**config.mk**
```make
export PLATFORM = sky130hd
export DESIGN_NAME = div_unit
export DESIGN_NICKNAME = d
export VERILOG_FILES = /design/src/rtl/div_unit.sv
export SDC_FILE = /design/constraint.sdc
export NUM_CORES = 1
export LEC_CHECK = 0
export ABC_AREA = 0
export BUFFER_PORTS_ARGS = -buffer_cell sky130_fd_sc_hd__buf_2
export CAP_MARGIN = 20
export CORE_AREA = 2 2 138 166
export DETAILED_ROUTE_END_ITERATION = 8
export DIE_AREA = 0 0 140 168
export GPL_ROUTABILITY_DRIVEN = 0
export PLACE_DENSITY = 0.71
export RECOVER_POWER = 50
export SLEW_MARGIN = 25
export SYNTH_ARGS = -nofsm -noshare
export SYNTH_HDL_FRONTEND = slang
export SYNTH_SLANG_ARGS = --single-unit
```
**constraint.sdc**
```tcl
create_clock -name clk -period 2.9 [get_ports clk]
set_input_delay 0.145 -clock clk [delete_from_list [all_inputs] [get_ports clk]]
set_output_delay 0.145 -clock clk [all_outputs]
set_load 0.01 [all_outputs]
```
**src/rtl/div_unit.sv**
```systemverilog
// div_unit: multi-cycle restoring divider for DIV/DIVU.
// One quotient bit per cycle; result is {remainder, quotient}.
module div_unit #(
    parameter int WIDTH = 32
) (
    input  logic               clk,
    input  logic               rst,
    input  logic               signed_div_i,
    input  logic [WIDTH-1:0]   opdata1_i,
    input  logic [WIDTH-1:0]   opdata2_i,
    input  logic               start_i,
    input  logic               annul_i,
    output logic [2*WIDTH-1:0] result_o,
    output logic               ready_o
);

    localparam int CW = $clog2(WIDTH + 1);

    typedef enum logic [1:0] {
        FREE,
        BYZERO,
        ON,
        END
    } state_t;

    state_t state_q, state_n;

    logic [CW-1:0]      cnt_q;
    logic [2*WIDTH:0]   shreg_q;
    logic [WIDTH-1:0]   dvsr_q;
    logic               neg1_q;
    logic               neg2_q;
    logic               sgn_q;

    logic               accept;
    logic               op2_zero;
    logic               op1_neg;
    logic               op2_neg;
    logic [WIDTH-1:0]   abs1;
    logic [WIDTH-1:0]   abs2;
    logic [WIDTH+1:0]   diff;
    logic [2*WIDTH:0]   step_val;
    logic               cnt_done;
    logic [WIDTH-1:0]   quot_raw;
    logic [WIDTH-1:0]   rem_raw;
    logic [WIDTH-1:0]   quot_fin;
    logic [WIDTH-1:0]   rem_fin;

    // Operand conditioning, one restoring step, and sign fix-up.
    always_comb begin
        accept   = start_i && !annul_i;
        op2_zero = (opdata2_i == '0);
        op1_neg  = signed_div_i && opdata1_i[WIDTH-1];
        op2_neg  = signed_div_i && opdata2_i[WIDTH-1];
        abs1     = op1_neg ? (~opdata1_i + 1'b1) : opdata1_i;
        abs2     = op2_neg ? (~opdata2_i + 1'b1) : opdata2_i;

        // Extra top bit of diff is the borrow of the trial subtract.
        diff = {1'b0, shreg_q[2*WIDTH:WIDTH]} - {2'b00, dvsr_q};
        if (diff[WIDTH+1]) begin
            step_val = {shreg_q[2*WIDTH-1:0], 1'b0};
        end else begin
            step_val = {diff[WIDTH-1:0], shreg_q[WIDTH-1:0], 1'b1};
        end

        cnt_done = (cnt_q == CW'(WIDTH));
        quot_raw = shreg_q[WIDTH-1:0];
        rem_raw  = shreg_q[2*WIDTH:WIDTH+1];

        // Truncating division: remainder follows the dividend's sign.
        if (sgn_q && (neg1_q ^ neg2_q)) begin
            quot_fin = ~quot_raw + 1'b1;
        end else begin
            quot_fin = quot_raw;
        end
        if (sgn_q && neg1_q) begin
            rem_fin = ~rem_raw + 1'b1;
        end else begin
            rem_fin = rem_raw;
        end
    end

    // Next-state logic.
    always_comb begin
        state_n = state_q;
        unique case (state_q)
            FREE: begin
                if (accept) begin
                    state_n = op2_zero ? BYZERO : ON;
                end
            end
            BYZERO: begin
                state_n = END;
            end
            ON: begin
                if (annul_i) begin
                    state_n = FREE;
                end else if (cnt_done) begin
                    state_n = END;
                end
            end
            END: begin
                if (!start_i) begin
                    state_n = FREE;
                end
            end
            default: begin
                state_n = FREE;
            end
        endcase
    end

    // State register.
    always_ff @(posedge clk) begin
        if (rst) begin
            state_q <= FREE;
        end else begin
            state_q <= state_n;
        end
    end

    // Operand capture: magnitudes and signs latched at acceptance.
    always_ff @(posedge clk) begin
        if (rst) begin
            dvsr_q <= '0;
            neg1_q <= 1'b0;
            neg2_q <= 1'b0;
            sgn_q  <= 1'b0;
        end else if (state_q == FREE && accept && !op2_zero) begin
            dvsr_q <= abs2;
            neg1_q <= op1_neg;
            neg2_q <= op2_neg;
            sgn_q  <= signed_div_i;
        end
    end

    // Shift register and iteration counter.
    always_ff @(posedge clk) begin
        if (rst) begin
            shreg_q <= '0;
            cnt_q   <= '0;
        end else if (state_q == FREE) begin
            if (accept && !op2_zero) begin
                shreg_q <= {{WIDTH{1'b0}}, abs1, 1'b0};
                cnt_q   <= '0;
            end
        end else if (state_q == ON && !annul_i && !cnt_done) begin
            shreg_q <= step_val;
            cnt_q   <= cnt_q + CW'(1);
        end
    end

    // Registered result and ready.
    always_ff @(posedge clk) begin
        if (rst) begin
            result_o <= '0;
            ready_o  <= 1'b0;
        end else begin
            unique case (state_q)
                FREE: begin
                    result_o <= '0;
                    ready_o  <= 1'b0;
                end
                BYZERO: begin
                    result_o <= '0;
                    ready_o  <= 1'b1;
                end
                ON: begin
                    if (annul_i || !cnt_done) begin
                        result_o <= '0;
                        ready_o  <= 1'b0;
                    end else begin
                        result_o <= {rem_fin, quot_fin};
                        ready_o  <= 1'b1;
                    end
                end
                END: begin
                    if (!start_i) begin
                        result_o <= '0;
                        ready_o  <= 1'b0;
                    end
                end
                default: begin
                    result_o <= '0;
                    ready_o  <= 1'b0;
                end
            endcase
        end
    end

endmodule

```
# == Word level (Yosys, flattened, before mapping) ==
# Cells that the tools add are included.
# word_totals
word_cells,71
reg_bits,173
inputBits,69
out_inout_bits,65
# classes
reduce_logical,20
n_eq_ne,8
add_sub_neg,6
mux,23
bitwise_logic,5
# op_table
cell,n
65-bit 2-to-1 mux,4
64-bit one-hot mux with 3 select lines,1
32-bit by 1-bit adder with 32-bit output (second input constant),4
32-bit 2-to-1 mux,4
64-bit 2-to-1 mux,2
32-bit NOT,4
33-bit by 32-bit subtractor with 34-bit output,1
32-bit zero test,1
6-bit 2-to-1 mux,3
1-bit logical AND,10
2-bit 2-to-1 mux,5
2-bit one-hot mux with 4 select lines,1
6-bit by 1-bit adder with 6-bit output (second input constant),1
6-bit equality test (second input constant),1
2-bit equality test (second input constant),2
2-bit inequality test (second input constant),2
1-bit one-hot mux with 4 select lines,1
1-bit zero test,3
3-bit inequality test (second input constant),1
3-bit AND reduction,1
2-bit by 1-bit equality test with 1-bit output (second input constant),1
2-bit zero test,1
1-bit 2-to-1 mux,2
2-bit by 1-bit inequality test with 1-bit output (second input constant),1
5 further kinds,5

# == Depth between registers and ports, before layout ==
# Gate-level depths: netlist of the first run.
# logic_depth
ltp_word,5
mapped_depth,12

# == Worst setup path before layout of the first run ==
# Ideal clock, no wire load.
# synth_path
kind,register to register
startpoint,register shreg_q[32]
endpoint,register shreg_q[57]
arrival_ns,2.806
stages_incl_launch_ff,13
n_path_buf,0
setup_time_ns,0.122
slack_ns,-0.028
path_cell_list,dfxtp_1 inv_1 ha_1 inv_1 fa_1 a211oi_1 o211ai_1 a31oi_1 nor3_1 a2111oi_0 o21ai_0 xnor2_1 o21ai_1
# synth_between
elab_chain_len,4
# synth_rtl
element,line_no,source
"start, declared",29,logic [2*WIDTH:0] shreg_q;
"start signal, assigned",144,"shreg_q <= {{WIDTH{1'b0}}, abs1, 1'b0};"
"start signal, assigned",148,shreg_q <= step_val;
33-bit by 32-bit subtractor with 34-bit output,59,"diff = {1'b0, shreg_q[2*WIDTH:WIDTH]} - {2'b00, dvsr_q};"
65-bit 2-to-1 mux,60,if (diff[WIDTH+1]) begin
65-bit 2-to-1 mux,147,end else if (state_q == ON && !annul_i && !cnt_done) begin
65-bit 2-to-1 mux,142,end else if (state_q == FREE) begin
# No other way between the ends. The select of a mux whose other input is x is not followed.
# A chain may end at the register's enable or synchronous reset.

# == Worst setup path in the final report of the first run ==
# layout_path
startpoint,register dvsr_q[8]
endpoint,register shreg_q[33]
# layout_between
elab_chain_len,4
# layout_rtl
element,line_no,source
"start, declared",30,logic [WIDTH-1:0] dvsr_q;
"start signal, assigned",130,dvsr_q <= abs2;
33-bit by 32-bit subtractor with 34-bit output,59,
65-bit 2-to-1 mux,60,
65-bit 2-to-1 mux,147,
65-bit 2-to-1 mux,142,
# No other way between the ends. The select of a mux whose other input is x is not followed.

==> results_dict.tcl, run 1 <==
set metrics [dict create \
    drc 4 \
    netlist_instances 1386 \
    crit_type "reg -> reg" \
    synth_top_family_by_area "compound AO/OA/AOI/OAI gates" \
    grt_pass1_vias 10100 \
    synth-simple-area-share_pct 18.9 \
    switching_share_pct 34.8 \
    hpwl_um 24000 \
    post_synth.cell_area_avg_um2 7.78 \
    die_x_um 140 \
    synth_edf_count 0 \
    cpPeakStageDelay_ns 0.39 \
    crit_required_ns 3.27 \
    synthAdderAreaFrac_pct 5.06 \
    crit_top_cell "or3_1" \
    grt-ovfl-total 0 \
    p_int_mw 5.04 \
    num_rows 60 \
    cts_buffers 17 \
    crit_buf_inv 2 \
    setup_slack_ns 0.125 \
    drv_cap 0 \
    crit_fanout 16 \
    yosysWarnings 0 \
    synth-compound-area-share_pct 24.1 \
    ys_seq_elements 173 \
    fin_area_um2 12700 \
    wl_per_cell_um 16.9 \
    clockRootBuffer "clkbuf_16" \
    grt_max_degree 76 \
    cp_cell_sequence "inv_1 > ha_2 > nand4_1 > or3_1 > o211a_2 > a21oi_4 > a41oi_4 > buf_12 > or3_1 > nand3_1" \
    n_antenna_cell 0 \
    synth_xor_xnor_area_share_pct 12.0 \
    final_nets 1653 \
    peakVddDrop_v 0.000454 \
    p_per_area_nw_per_um2 608 \
    netlist_area_um2 10800 \
    min_path_type "in -> reg" \
    first_iter_violations 742 \
    grt_pass1_wl_um 50000 \
    combPwrFrac_pct 31.7 \
    leakagePower_nw 5.12 \
    cts_tree "built" \
    clk_pin_slew_ns 0.07 \
    viasPerCell 5.76 \
    clock_sinks 173 \
    fmax_mhz 360 \
    worstSetupStartpointType "flop" \
    ys_types 74 \
    ioPinCount 134 \
    fillers 2072 \
    maxSlewViolCount 0 \
    finalCriticalPeriod_ns 2.78 \
    core_area_um2 22100 \
    relSlewSlack_pct 50.3 \
    setup_violations 0 \
    crit_family "simple AND/OR/NAND/NOR gates" \
    antenna_found_initial 1 \
    cts_buffer_depth 2 \
    p_sw_mw 2.69 \
    end_kind "flop" \
    h-tree-depth 4 \
    io_buffer_count 133 \
    p_seq_share_pct 35.6 \
    skew_ns 0.0111 \
    critPathSlowestCell "ha_2" \
    num_vias 10600 \
    dpl_worst_slack_ns 0.0256 \
    synth_nets 1498 \
    synthFlopType "dfxtp_1" \
    final_util_pct 57.5 \
    drt_pass1_iterations 8 \
    p_clk_share_pct 32.7 \
    fin_crit_sh_pct 95.7 \
    setup_tns_ns 0 \
    clock_latency_ns 0.44 \
    start_util_pct 48.7 \
    violations "design-rule violations" \
    track_usage_pct 26.1 \
    final_hold_viol_count 0 \
    ant_nets 0 \
    dpl_cell_area_um2 12100 \
    layout-drive-gt1-share_pct 13.6 \
    crit_arrival_ns 3.15 \
    synth-async-reset-ratio_pct 0 \
    die_area_um2 23500 \
    drt-total-wl_um 31100 \
    syn2layout_area_growth_pct 18.2 \
    die_h_um 168 \
    synth.area.mux_share_pct 2.41 \
    worstMarginPinSlew_ns 0.745 \
    seq_area_frac_synth_pct 32.1 \
    outcome "finished, violations left" \
]
==> placed cells by master (no fill, tap or decap), drive strengths merged, types with 3 or more instances in the layout <==
cell	n
a211oi	53
a21o	13
a21oi	102
a22oi	40
a31oi	24
a32oi	9
and2	11
and3	7
buf	143
bufinv	4
clkbuf	87
dfxtp	173
ha	42
inv	72
mux2i	26
nand2	135
nand2b	8
nand3	16
nand3b	3
nand4	10
nor2	174
nor2b	3
nor3	31
nor3b	3
nor4	14
o211ai	13
o21a	4
o21ai	106
o31ai	15
o41ai	6
or2	6
or3	8
or4	10
xnor2	75
xor2	73
==> cell families (layout without fill, tap and decap cells) <==
logic type | count (synthesis) | count (layout)
compound gates | 409 | 409
xor+xnor | 148 | 148
fa+ha+maj | 43 | 43
buf+inv | 142 | 310
flops | 173 | 173
mux | 26 | 26
simple gates | 445 | 445
==> tightest hold or removal path, stage by stage <==
cell and delay, ns:
buf_2 0.10, xnor2_1 0.12, a211oi_1 0.07
==> final timing paths <==
check | endpoint | slack (ns) | cells past startpoint | startpoint
worst max-delay path | shreg_q[33] | 0.12 | 10 | dvsr_q[8]
worst min-delay path | dvsr_q[4] | 0.06 | 3 | opdata2_i[4]
worst max register to register | shreg_q[33] | 0.12 | 10 | dvsr_q[8]
worst min register to register | result_o[28] | 0.45 | 2 | result_o[28]
==> per-layer routing <==
metal	track usage, %	share of wire [%]	up-vias
met4	12.9	4.7	2
met1	29.5	40	4939
met5	0	0.039	-
li1	-	-	5226
met3	4.21	4.1	92
met2	47.8	51	298
==> per-stage QoR <==
step,cells,power (mW),hold WS (ns)
3_3_place_gp,1799,5.16,0.425
6_report,1833,7.74,0.0567
5_1_grt,1833,8.15,0.0713
3_5_place_dp,1799,5.19,0.439
2_1_floorplan,1386,4.52,0.292
4_1_cts,1832,7.72,0.0433
==> layout make-up <==
class | instances | area, um2 | share of cell area, %
Inverter | 66 | 248 | 1.95
Clock buffer | 19 | 443 | 3.48
Sequential cell | 173 | 3460 | 27.2
Multi-Input combinational cell | 1071 | 6830 | 53.6
Clock inverter | 13 | 201 | 1.58
Tap cell | 279 | 349 | 2.74
Timing Repair Buffer | 212 | 1200 | 9.42
==> registers in the layout (all words and copies together) (netlist names) <==
| name | cells |
|---|---|
| cnt_q | 6 |
| dvsr_q | 32 |
| neg1_q | 1 |
| neg2_q | 1 |
| ready_o | 1 |
| result_o | 64 |
| sgn_q | 1 |
| shreg_q | 65 |
| state_q | 2 |
==> cells in the mapped netlist, types with 16 or more instances <==
| cell type | n | area share [%] |
|---|---|---|
| a211oi_1 | 52 | 3.6 |
| a21oi_1 | 101 | 4.7 |
| a22oi_1 | 40 | 2.8 |
| a31oi_1 | 23 | 1.3 |
| clkbuf_1 | 57 | 2.0 |
| dfxtp_1 | 173 | 32 |
| ha_1 | 42 | 4.9 |
| inv_1 | 66 | 2.3 |
| mux2i_1 | 26 | 2.4 |
| nand2_1 | 135 | 4.7 |
| nand3_1 | 16 | 0.74 |
| nor2_1 | 172 | 6.0 |
| nor3_1 | 30 | 1.4 |
| o21ai_0 | 96 | 4.5 |
| xnor2_1 | 75 | 6.1 |
| xor2_1 | 73 | 5.9 |
==> power by group through the flow <==
stage	Clock, mW	Sequential (mW)	Combinational (mW)
floorplan	0	2.74	1.77
global placement	0	2.80	2.36
detailed placement	0	2.81	2.39
CTS	2.56	2.75	2.41
global route	2.64	2.78	2.72
finish	2.53	2.76	2.45
==> repair_timing <==
item,in CTS,in global routing
pin swaps,0,7
resized for setup,1,21
setup buffers,0,1
hold endpoints to repair,1,0
endpoints found under the setup margin,2,38
hold buffers,1,0
(Power assumes the default switching activity.)
==> run 2: changes to the inputs <==
--- a/config.mk
+++ b/config.mk
@@ -8,12 +8,13 @@
 export ABC_AREA = 0
 export BUFFER_PORTS_ARGS = -buffer_cell sky130_fd_sc_hd__buf_2
 export CAP_MARGIN = 20
-export CORE_AREA = 2 2 138 166
+export CELL_PAD_IN_SITES_DETAIL_PLACEMENT = 0
+export CELL_PAD_IN_SITES_GLOBAL_PLACEMENT = 1
+export CORE_AREA = 2 2 155 188
 export DETAILED_ROUTE_END_ITERATION = 8
-export DIE_AREA = 0 0 140 168
+export DIE_AREA = 0 0 157 190
 export GPL_ROUTABILITY_DRIVEN = 0
-export PLACE_DENSITY = 0.71
-export RECOVER_POWER = 50
+export PLACE_DENSITY = 0.75
 export SLEW_MARGIN = 25
 export SYNTH_ARGS = -nofsm -noshare
 export SYNTH_HDL_FRONTEND = slang
==> run 2 against run 1 <==
  * The run now ends clean
  * Sequential share of layout area fell by 0.43 points
  * Clock power fell by 7%
  * First-iteration DRC count fell by 16%
  * Largest power group unchanged
==> results_dict.tcl, run 2 (same netlist as run 1, synthesis figures left out) <==
set metrics [dict create \
    cts_buffers 17 \
    dpl_worst_slack_ns -0.00541 \
    place_inst 1909 \
    peakVddDrop_v 0.000319 \
    skew_ns 0.0126 \
    p_per_area_nw_per_um2 584 \
    finalCriticalPeriod_ns 2.76 \
    hold_slack_ns 0.0228 \
    final_cell_mix "dfxtp_1 (173), nor2_1 (171), nand2_1 (135)" \
    cts_buffer_depth 2 \
    drv_cap 0 \
    die_x_um 157 \
    dpl_cell_area_um2 12300 \
    cts_tree "built" \
    drt_pass1_iterations 5 \
    multiInputGateArea_um2 6810 \
    fin_area_um2 12900 \
    setup_tns_ns 0 \
    final_nets 1656 \
    fillers 2857 \
    viasPerCell 5.25 \
    die_area_um2 29800 \
    ioPinCount 134 \
    seq_area_um2 3460 \
    syn2layout_area_growth_pct 20.0 \
    grt-ovfl-total 0 \
    num_rows 68 \
    num_vias 10200 \
    ant_nets 0 \
    io_buffer_count 133 \
    fmax_mhz 362 \
    antenna_found_initial 5 \
    min_path_type "in -> reg" \
    final_util_pct 45.9 \
    layout-drive-gt1-share_pct 17.6 \
    crit_arrival_ns 3.15 \
    setup_slack_ns 0.139 \
    clock_latency_ns 0.45 \
    final_common_cell "dfxtp_1" \
    clk_pin_slew_ns 0.07 \
    drt-total-wl_um 31000 \
    finalPower_mw 7.55 \
    worstMarginPinSlew_ns 0.775 \
    first_iter_violations 621 \
    start_util_pct 38.3 \
    regMostFlops "shreg_q" \
    leakagePower_nw 5.41 \
    crit_type "reg -> reg" \
    h-tree-depth 4 \
    maxSlewViolCount 0 \
    wl_per_cell_um 15.9 \
    end_kind "flop" \
    largest_register_ff_count 65 \
    crit_fanout 8 \
    outcome "completed" \
    die_h_um 190 \
    drc 0 \
    grt_pass1_wl_um 50000 \
    relSlewSlack_pct 48.2 \
    setup_violations 0 \
    track_usage_pct 21.2 \
    final_hold_viol_count 0 \
    crit_required_ns 3.29 \
    grt_pass1_vias 9746 \
    grt_max_degree 67 \
    largestRegisters "shreg_q (65), result_o (64), dvsr_q (32)" \
    core_area_um2 28200 \
    clockRootBuffer "clkbuf_16" \
    hpwl_um 23800 \
    final_cells 1944 \
    worstSetupStartpointType "flop" \
    fin_crit_sh_pct 95.2 \
    clock_sinks 173 \
    postCtsSetupBuffers 0 \
]
==> run 2: layout make-up <==
type,instances,share of cell area [%]
multi-input combinational,1071,52.6
sequential,173,26.8
timing repair buffer,215,10.3
tap,385,3.72
clock buffer,20,3.45
inverter,66,1.91
clock inverter,10,1.08
antenna,4,0.0774
==> run 2: timing repair <==
item,4_1_cts,5_1_grt
pin swaps,0,6
setup endpoints to repair,1,30
gates resized for setup,1,9
hold buffers,1,0
endpoints found under the hold margin,1,0
==> run 2: worst paths after layout <==
| kind | from | end | slack, ns | depth (start not counted) |
|---|---|---|---|---|
| worst min-delay path | opdata2_i[1] | dvsr_q[1] | 0.02 | 3 |
| worst min register to register | result_o[62] | result_o[62] | 0.44 | 2 |
| worst max-delay path | dvsr_q[19] | shreg_q[45] | 0.14 | 11 |
| worst max register to register | dvsr_q[19] | shreg_q[45] | 0.14 | 11 |
==> run 2: routing by layer <==
metal	GRT usage [%]	up-vias	wire, um
met4	7.76	2	779
met3	4.17	42	1500
met2	37.5	219	15500
met1	25.2	4712	13200
li1	-	5228	-
met5	0	-	11
==> run 2: worst max-delay path, stage by stage, from the launching register on <==
cell and delay [ns]:
dfxtp_1 0.35, inv_1 0.06, ha_2 0.39, nand4_1 0.14, or3_1 0.44, nor2_1 0.13
o41ai_1 0.09, a21oi_2 0.20, a41oi_4 0.24, buf_4 0.26, or3_1 0.37, nand2_1 0.06
==> run 2: report_power, final <==
part	total (mW)	internal [mW]	switching [mW]
logic	2.45	1.01	1.43
clock network	2.36	1.37	0.992
registers	2.74	2.56	0.184
==> run 3: changes to the inputs <==
--- a/config.mk
+++ b/config.mk
@@ -10,11 +10,11 @@
 export CAP_MARGIN = 20
 export CELL_PAD_IN_SITES_DETAIL_PLACEMENT = 0
 export CELL_PAD_IN_SITES_GLOBAL_PLACEMENT = 1
-export CORE_AREA = 2 2 155 188
+export CORE_AREA = 2 2 155 157
 export DETAILED_ROUTE_END_ITERATION = 8
-export DIE_AREA = 0 0 157 190
+export DIE_AREA = 0 0 157 159
 export GPL_ROUTABILITY_DRIVEN = 0
-export PLACE_DENSITY = 0.75
+export PLACE_DENSITY = 0.84
 export SLEW_MARGIN = 25
 export SYNTH_ARGS = -nofsm -noshare
 export SYNTH_HDL_FRONTEND = slang
==> constraint.sdc (replaced) <==
create_clock -name clk -period 3.4 [get_ports clk]
set_input_delay 0.17 -clock clk [delete_from_list [all_inputs] [get_ports clk]]
set_output_delay 0.17 -clock clk [all_outputs]
set_load 0.01 [all_outputs]
==> run 3 against run 2 <==
  * Via count shrank 1.5%
  * Register-to-register slack better by 0.20 ns
  * Non-clock buffer count fell by 56
  * Clock-buffer cell count is 2 lower
  * Global-route usage up 3.0 points
  * Combinational power is 20% lower
  * Cell count fell by 6.4%
  * First-iteration DRC count increased by 0.48%
  * Flip-flop and latch count did not move
  * Sequential share of layout area rose by 1.3 points
  * Critical path depth is 1 higher
  * Wire length fell by 3.4%
  * Critical path type unchanged
==> results_dict.tcl, run 3 (same netlist as run 1, synthesis figures left out) <==
set metrics [dict create \
    num_vias 10000 \
    finalCriticalPeriod_ns 3.06 \
    min_path_type "in -> reg" \
    grt_pass1_vias 9253 \
    switching_share_pct 36.4 \
    largestRegisters "shreg_q (65), result_o (64), dvsr_q (32)" \
    wl_per_cell_um 16.5 \
    clk_pin_slew_ns 0.07 \
    cts_buffers 17 \
    crit_arrival_ns 3.38 \
    regMostFlops "shreg_q" \
    ioPinCount 134 \
    critPathSlowestCell "a2111oi_0" \
    skew_ns 0.0140 \
    holdBufCountCts 0 \
    first_iter_violations 624 \
    crit_cells 12 \
    grt-ovfl-total 0 \
    relSlewSlack_pct 38.5 \
    combPwrFrac_pct 31.4 \
    cpPeakStageDelay_ns 0.48 \
    die_x_um 157 \
    leakagePower_nw 5.10 \
    outcome "completed" \
    grt_pass1_wl_um 48500 \
    worstSetupStartpointType "flop" \
    grt_max_degree 72 \
    fin_area_um2 12300 \
    peakVddDrop_v 0.000355 \
    crit_family "compound AO/OA/AOI/OAI gates" \
    final_cells 1820 \
    die_area_um2 25000 \
    n_antenna_cell 0 \
    crit_top_cell "inv_1" \
    p_int_mw 4.00 \
    p_seq_share_pct 37.4 \
    final_cell_mix "dfxtp_1 (173), nor2_1 (171), nand2_1 (135)" \
    h-tree-depth 4 \
    dpl_worst_slack_ns 0.357 \
    syn2layout_area_growth_pct 14.6 \
    ff2ff_path_depth 12 \
    dpl_cell_area_um2 11800 \
    place_inst 1788 \
    r2r_slack_ns 0.34 \
    final_hold_viol_count 0 \
    viasPerCell 5.52 \
    track_usage_pct 24.2 \
    start_util_pct 46.5 \
    io_buffer_count 133 \
    clock_latency_ns 0.44 \
    crit_required_ns 3.72 \
    drt-total-wl_um 29900 \
    clockRootBuffer "clkbuf_16" \
    p_sw_mw 2.29 \
    final_common_cell "dfxtp_1" \
    maxSlewViolCount 0 \
    whs_path_depth 3 \
    postCtsSetupBuffers 0 \
    setup_slack_ns 0.340 \
    p_per_area_nw_per_um2 509 \
    cts-resized-gates 0 \
    setup_tns_ns 0 \
    antenna_found_initial 0 \
    ant_nets 0 \
    worstMarginPinSlew_ns 0.923 \
    setup_violations 0 \
    crit_type "reg -> reg" \
    fin_crit_sh_pct 90.0 \
    largest_register_ff_count 65 \
    cts_tree "built" \
    num_rows 56 \
    rsz0062_at_grt "no" \
    layout-drive-gt1-share_pct 14.2 \
    fmax_mhz 327 \
    hpwl_um 22500 \
    end_kind "flop" \
    fillers 2289 \
    core_area_um2 23200 \
    cts_buffer_depth 2 \
    crit_buf_inv 2 \
    p_clk_share_pct 31.2 \
    crit_fanout 4 \
    clock_sinks 173 \
    die_h_um 159 \
    cp_cell_sequence "inv_1 > ha_1 > inv_1 > fa_1 > a211oi_1 > o211ai_1 > a31o_2 > a2111oi_0 > o41ai_1 > a21oi_1 > xor2_1 > o21ai_1" \
    drv_cap 0 \
    drc 0 \
    hold_slack_ns 0.0116 \
    drt_pass1_iterations 5 \
    final_nets 1600 \
]
-- run 3: cell types whose count changed in the layout (fill, tap and decap cells not counted), moves of 2 or more --
cell | previous run | this run
inv_8 | 0 | 5
ha_2 | 3 | 1
diode_2 | 4 | 0
a2111oi_0 | 0 | 2
buf_12 | 4 | 2
bufinv_16 | 3 | 1
ha_1 | 39 | 41
buf_4 | 78 | 25
a2111oi_2 | 2 | 0
-- run 3: power by group through the flow --
stage	registers, mW	clock network [mW]	logic, mW
final	2.35	1.96	1.97
after global routing	2.37	2.07	2.21
after CTS	2.35	2.00	1.96
after detailed placement	2.39	0	1.95
after global placement	2.39	0	1.94
after floorplan	2.34	0	1.51
-- run 3: path summary, 6_finish.rpt --
path / start / end
min reg2reg: result_o[28] / result_o[28]
max: shreg_q[32] / shreg_q[63]
min: opdata2_i[31] / dvsr_q[31]
max reg2reg: shreg_q[32] / shreg_q[63]
-- run 3: final cells by class --
type                    instances  area (um2)  share of cell area (%)
clock buffers                  18         429                    3.48
repair buffers                159         888                    7.19
flip-flops and latches        173        3460                    28.0
inverters                      66         248                    2.01
clock inverters                14         149                    1.21
well taps                     319         399                    3.23
multi-input cells            1071        6770                    54.8
-- run 3: worst reg2reg max path, cell delays in order (launching register included) --
cell and delay (ns):
dfxtp_1 0.31, inv_1 0.08, ha_1 0.17, inv_1 0.05, fa_1 0.41, a211oi_1 0.32
o211ai_1 0.24, a31o_2 0.32, a2111oi_0 0.48, o41ai_1 0.13, a21oi_1 0.19, xor2_1 0.17
o21ai_1 0.08
-- run 3: routing by layer --
metal	up-vias	share of wire [%]	GRT usage (%)
met1	4653	50	34.8
met5	-	0	0
met4	0	1.5	7.09
met2	247	44	37.3
met3	25	4.5	3.89
li1	5123	-	-
-- run 3: through the flow --
step | power [mW] | util (%)
finish | 6.28 | 53.2
global route | 6.66 | 53.2
CTS | 6.31 | 53.2
detailed placement | 4.34 | 50.8
global placement | 4.33 | 50.8
floorplan | 3.85 | -
